**src/rtl/reaction_pkg.sv**
```systemverilog
// Shared types and constants for the reaction game: FSM state encoding,
// the score ceiling and the LFSR polynomial used by the delay generator.
package reaction_pkg;

  typedef enum logic [1:0] {
    ST_IDLE,
    ST_DELAY,
    ST_TIMING,
    ST_CAPTURE
  } state_t;

  localparam int          TIME_MAX  = 9999;
  localparam logic [15:0] LFSR_SEED = 16'hACE1;
  localparam logic [15:0] LFSR_TAPS = 16'hB400;

  // One step of the right-shifting Galois LFSR; a non-zero seed never reaches zero.
  function automatic logic [15:0] lfsr_step(input logic [15:0] s);
    return s[0] ? ((s >> 1) ^ LFSR_TAPS) : (s >> 1);
  endfunction

endpackage

```
**src/rtl/ms_tick_gen.sv**
```systemverilog
// Millisecond strobe: counts 0..CLK_PER_MS-1 and flags the terminal count.
// A synchronous clear restarts the period so the next tick lands CLK_PER_MS cycles later.
module ms_tick_gen #(
  parameter int CLK_PER_MS = 50000
) (
  input  logic clk,
  input  logic rst,
  input  logic clr,
  output logic tick
);

  localparam int            CW   = (CLK_PER_MS > 1) ? $clog2(CLK_PER_MS) : 1;
  localparam logic [CW-1:0] LAST = CW'(CLK_PER_MS - 1);

  logic [CW-1:0] cnt;

  // NOTE: sequential state uses non-blocking assignments so every register
  // samples the pre-edge values of its inputs, independent of block order.
  always_ff @(posedge clk) begin
    if (rst || clr) begin
      cnt <= '0;
    end else if (cnt == LAST) begin
      cnt <= '0;
    end else begin
      cnt <= cnt + CW'(1);
    end
  end

  assign tick = (cnt == LAST);

endmodule

```
**src/rtl/reaction_delay_timer.sv**
```systemverilog
// Reaction-game responder: random delay, ready pulse, reaction measurement and
// best-score register. Define HISCORE_EN to build the best-score tracker.
module reaction_delay_timer
  import reaction_pkg::*;
#(
  parameter int CLK_PER_MS   = 50000,
  parameter int MIN_DELAY_MS = 1000,
  parameter int SPAN_BITS    = 12,
  parameter int TIME_W       = 14
) (
  input  logic              clk,
  input  logic              rst,
  input  logic              en,
  input  logic              stop,
  output logic              ready,
  output logic              early,
  output logic [TIME_W-1:0] react_ms,
  output logic              valid,
  output logic              timeout,
  output logic [TIME_W-1:0] hi_score,
  output logic              new_hi
);

  localparam logic [TIME_W-1:0] T_MAX      = TIME_W'(TIME_MAX);
  localparam logic [TIME_W-1:0] T_MAX_M1   = TIME_W'(TIME_MAX - 1);
  localparam logic [TIME_W-1:0] DELAY_BASE = TIME_W'(MIN_DELAY_MS);

  state_t            state, next_state;
  logic [15:0]       lfsr;
  logic [TIME_W-1:0] remain;
  logic [TIME_W-1:0] count;
  logic [TIME_W-1:0] delay_sum;
  logic              tick;

  logic              tick_clr;
  logic              load_remain;
  logic              dec_remain;
  logic              start_timing;
  logic              inc_count;
  logic              early_set;
  logic              capture;
  logic              capture_to;
  logic [TIME_W-1:0] capture_val;

  assign delay_sum = DELAY_BASE + TIME_W'(lfsr[SPAN_BITS-1:0]);

  ms_tick_gen #(
    .CLK_PER_MS(CLK_PER_MS)
  ) u_tick (
    .clk (clk),
    .rst (rst),
    .clr (tick_clr),
    .tick(tick)
  );

  always_ff @(posedge clk) begin
    if (rst) begin
      state <= ST_IDLE;
    end else begin
      state <= next_state;
    end
  end

  // NOTE: every signal written here gets a default first, so no path through
  // the case statement can leave one unassigned and infer a latch.
  always_comb begin
    next_state   = state;
    tick_clr     = 1'b0;
    load_remain  = 1'b0;
    dec_remain   = 1'b0;
    start_timing = 1'b0;
    inc_count    = 1'b0;
    early_set    = 1'b0;
    capture      = 1'b0;
    capture_to   = 1'b0;
    capture_val  = count;
    unique case (state)
      ST_IDLE: begin
        if (en) begin
          load_remain = 1'b1;
          tick_clr    = 1'b1;
          next_state  = ST_DELAY;
        end
      end
      // Abort outranks an early press, which outranks the final delay tick.
      ST_DELAY: begin
        if (!en) begin
          next_state = ST_IDLE;
        end else if (stop) begin
          early_set  = 1'b1;
          next_state = ST_IDLE;
        end else if (tick) begin
          if (remain <= TIME_W'(1)) begin
            start_timing = 1'b1;
            tick_clr     = 1'b1;
            next_state   = ST_TIMING;
          end else begin
            dec_remain = 1'b1;
          end
        end
      end
      // A press on a tick captures the pre-increment count, including the saturating tick.
      ST_TIMING: begin
        if (stop) begin
          capture     = 1'b1;
          capture_val = count;
          next_state  = ST_CAPTURE;
        end else if (tick) begin
          if (count >= T_MAX_M1) begin
            capture     = 1'b1;
            capture_to  = 1'b1;
            capture_val = T_MAX;
            next_state  = ST_CAPTURE;
          end else begin
            inc_count = 1'b1;
          end
        end
      end
      ST_CAPTURE: next_state = ST_IDLE;
      default:    next_state = ST_IDLE;
    endcase
  end

  always_ff @(posedge clk) begin
    if (rst) begin
      lfsr     <= LFSR_SEED;
      remain   <= '0;
      count    <= '0;
      ready    <= 1'b0;
      early    <= 1'b0;
      valid    <= 1'b0;
      timeout  <= 1'b0;
      react_ms <= '0;
    end else begin
      lfsr  <= lfsr_step(lfsr);
      ready <= start_timing;
      early <= early_set;
      valid <= capture;

      if (load_remain) begin
        remain <= delay_sum;
      end else if (dec_remain) begin
        remain <= remain - TIME_W'(1);
      end

      if (start_timing) begin
        count <= '0;
      end else if (inc_count) begin
        count <= count + TIME_W'(1);
      end

      // The result is registered on the stop edge so it is already visible while valid is high.
      if (capture) begin
        react_ms <= capture_val;
        timeout  <= capture_to;
      end
    end
  end

`ifdef HISCORE_EN
  logic hi_better;

  assign hi_better = capture && !capture_to && (capture_val < hi_score);

  always_ff @(posedge clk) begin
    if (rst) begin
      hi_score <= T_MAX;
      new_hi   <= 1'b0;
    end else begin
      new_hi <= hi_better;
      if (hi_better) begin
        hi_score <= capture_val;
      end
    end
  end
`else
  assign hi_score = T_MAX;
  assign new_hi   = 1'b0;
`endif

endmodule
```
**config.mk**
```make
export PLATFORM = sky130hd
export DESIGN_NAME = reaction_delay_timer
export DESIGN_NICKNAME = d
export VERILOG_FILES = /design/src/rtl/reaction_pkg.sv /design/src/rtl/ms_tick_gen.sv /design/src/rtl/reaction_delay_timer.sv
export SDC_FILE = /design/constraint.sdc
export NUM_CORES = 1
export LEC_CHECK = 0
export CORE_MARGIN = 2
export CORE_UTILIZATION = 61
export DETAILED_ROUTE_END_ITERATION = 8
export PLACE_DENSITY_LB_ADDON = 0.08
export SLEW_MARGIN = 20
export SYNTH_ARGS = -nofsm -noshare
export SYNTH_HDL_FRONTEND = slang
export SYNTH_SLANG_ARGS = --single-unit
```
**constraint.sdc**
```tcl
create_clock -name clk -period 7 [get_ports clk]
set_input_delay 0.7 -clock clk [delete_from_list [all_inputs] [get_ports clk]]
set_output_delay 0.7 -clock clk [all_outputs]
set_load 0.1 [all_outputs]
```
==> run metrics <==
distinct cell type count after synthesis=52; Largest stage delay, worst path=1140 ps; hold buffer count at CTS=0; P_leak=0.00142 µW; clock share of power=35.9%; share of post-route cells with drive strength above 1=6.29%; Hold Crit Class=flop to flop; worst clock skew=7.60 ps; global-route usage over all layers=23.2%; routability congestion estimate=0.901; Final Slew Violations=0; pwr dens=218 nW/µm²; Worst Setup SP=react_ms[9]; Peak VDD IR=0.143 mV; Mapped Cells=448; die area=6960 µm²; commonest non-fill, non-tap cells in the layout=80 x dfxtp_1, 37 x nor2_1, 33 x nand2_1, 31 x nand3_1, 22 x a21oi_1; area delta synth->final=9.08%; Setup crit end kind=output port; Seq pwr share=52.9%; Data arrival, critical path=1830 ps; final worst-path cycle share=36.2%; sw frac=27.0%; final wirelength=8090 µm; Initial Util=64.2%; Hold Path Depth=2; Remaining Overflow, GRT=0; mapped cell area=3850 µm²; Critical Path Fanout Max=2; die width=83.4 µm; DR DRC count=0; DR iter-0 viols=239; # fillers=481; CP Launch Type=flop; Slew HR=33.8%; Setup CP Type=flop to output port; vias=3259; fmax=395 MHz; initial antenna violation count=0; H-tree Lvls=3; Syn. warnings=0; Post-CTS Setup Bufs=0; asr flop ratio synth=0%; post-detail-place hpwl=5660 µm; pin count of the biggest net entering global routing=42; num rows=28; clock latency at the later pin of the worst-skew pair=340 ps; post-layout min period=2530 ps; unrepaired setup endpoints after global routing=false; clk buf depth=2; FF-to-FF path depth=6; Final WS setup=4470 ps; R2R setup slack=4540 ps; reg-to-reg endpoint=count[1]; CTS resizes=0; Net Switching=247 µW; TritonCTS clock tree=done; Place WS=4260 ps; CTS sink count=80; CP required=6300 ps; Core ar.=5990 µm²; Yosys reg bits=80; EDFF count, synth=0; predominant post-synthesis flop cell=dfxtp_1; first-pass GRT wire length=13300 µm; Worst-path clk slew=80 ps; crit-path leading delay family=buffers and inverters; combinational fraction of design power=11.2%; antenna-violating nets left=0; WHS Endpoint=lfsr[0]; max-cap violations=0; io pins=37; Buf+Inv Stages, Crit Path=1; number of global-route vias before repair=2864; Least-Margin Pin Slew=968 ps; HP Start=lfsr[1]; Slowest cell on crit path=clkdlybuf4s50_1; Setup Viol. Count Final=0; most common cell after layout, fill and taps aside=dfxtp_1; Hold Vio Cnt, Final=0; # port buffers=21; die height=83.4 µm; register area share after synthesis=41.6%; status=finished clean; mean post-synth cell area=8.59 µm²; Final Net Count=467; drt wl/cell=15.1 µm; DR pass1 iterations=5; CTS Buf Count=9; Int Power=667 µW; aggregate negative setup slack=0 ps; antenna cells=0; critical path, cell by cell=clkdlybuf4s50_1; Worst R2R Start=u_tick.cnt[0]; Root Driver=clkbuf_8; routed vias/inst=6.08
layer usage:
metal	GRT usage (%)	wire length (µm)	up-vias	share of wire, %
met3	4.17	411	12	5.1
met5	0	0	-	0
met1	32.6	3850	1545	48
li1	-	-	1606	-
met2	35.1	3700	96	46
met4	9.54	124	0	1.5
registers in the layout, summed over array words and instances (netlist names), named ones only:
| name | flops |
|---|---|
| count | 14 |
| early | 1 |
| lfsr | 16 |
| react_ms | 14 |
| ready | 1 |
| remain | 14 |
| state | 1 |
| timeout | 1 |
| u_tick.cnt | 16 |
| valid | 1 |
stage by stage:
stage	util (%)	power [µW]	cell area, µm²	hold slack [ps]	std cells
6_report	70.0	914	4200	419	536
5_1_grt	70.0	947	4200	437	536
4_1_cts	70.0	920	4200	420	536
3_5_place_dp	66.9	595	4010	406	521
3_3_place_gp	66.8	593	4000	394	520
2_1_floorplan	-	585	3890	389	461
kinds of logic (layout without fill, tap and decap cells):
| logic type | after synthesis | after routing | share of synthesized area, % |
|---|---|---|---|
| AND/OR/NAND/NOR | 205 | 205 | 29.3 |
| flip-flops | 80 | 80 | 41.6 |
| AO/OA/AOI/OAI | 71 | 71 | 12.3 |
| buffers and inverters | 48 | 48 | 6.41 |
| XOR/XNOR | 35 | 35 | 7.97 |
| adder cells (fa/ha/maj) | 6 | 6 | 1.95 |
| other | 2 | 15 | 0.195 |
| multiplexers | 1 | 1 | 0.260 |
worst min-delay path, stage by stage (launching register included):
cell,delay (ps)
dfxtp_1,310
inv_1,40
nand2_1,50
synth_stat cells, types with 2 or more instances:
library cell	instances	area, µm²
xnor2_1	20	175
o41ai_1	2	17.5
nor2_1	37	139
or4_1	12	90.1
nand3_1	31	155
and3_1	4	25.0
ha_1	6	75.1
nand4b_1	3	26.3
o31a_1	2	17.5
nor2b_1	8	50.1
o311ai_0	2	17.5
nor4_1	16	100
or2_2	7	43.8
inv_1	9	33.8
conb_1	2	7.51
buf_1	4	15.0
buf_2	2	10.0
or3_1	12	75.1
and2_1	5	31.3
nor3b_1	3	22.5
o21ai_0	11	55.1
a21oi_1	22	110
dfxtp_1	80	1600
nand4_1	12	75.1
clkbuf_1	17	63.8
nor4b_1	3	26.3
a31oi_1	13	81.3
buf_4	15	113
and4_1	6	52.6
o31ai_1	4	30.0
nand2_1	33	124
nor3_1	6	30.0
xor2_1	15	131
o2111ai_1	4	35.0
o211ai_1	3	22.5
area by class of cell:
cell class / instances / area, µm² / share of cell area, %
clock inverters: 4 / 45.0 / 1.07
inverters: 9 / 33.8 / 0.805
repair buffers: 24 / 233 / 5.55
multi-input cells: 333 / 2050 / 48.8
well taps: 75 / 93.8 / 2.24
clock buffers: 11 / 141 / 3.37
flip-flops and latches: 80 / 1600 / 38.2
worst max-delay path by stage:
stage / end / slack [ps] / depth (start not counted)
after floorplan: count[1] / 4700 / 6
after global placement: count[1] / 4290 / 6
after detailed placement: count[1] / 4260 / 6
after CTS: react_ms[1] / 4450 / 1
after global routing: count[1] / 4310 / 6
final: react_ms[9] / 4470 / 1
power groups by stage:
| stage | registers, µW | logic, µW | clock network [µW] |
|---|---|---|---|
| floorplan | 490 | 95.1 | 0 |
| global placement | 493 | 99.6 | 0 |
| detailed placement | 494 | 102 | 0 |
| CTS | 483 | 102 | 335 |
| global route | 485 | 110 | 351 |
| finish | 483 | 102 | 328 |
(Power assumes the default switching activity.)
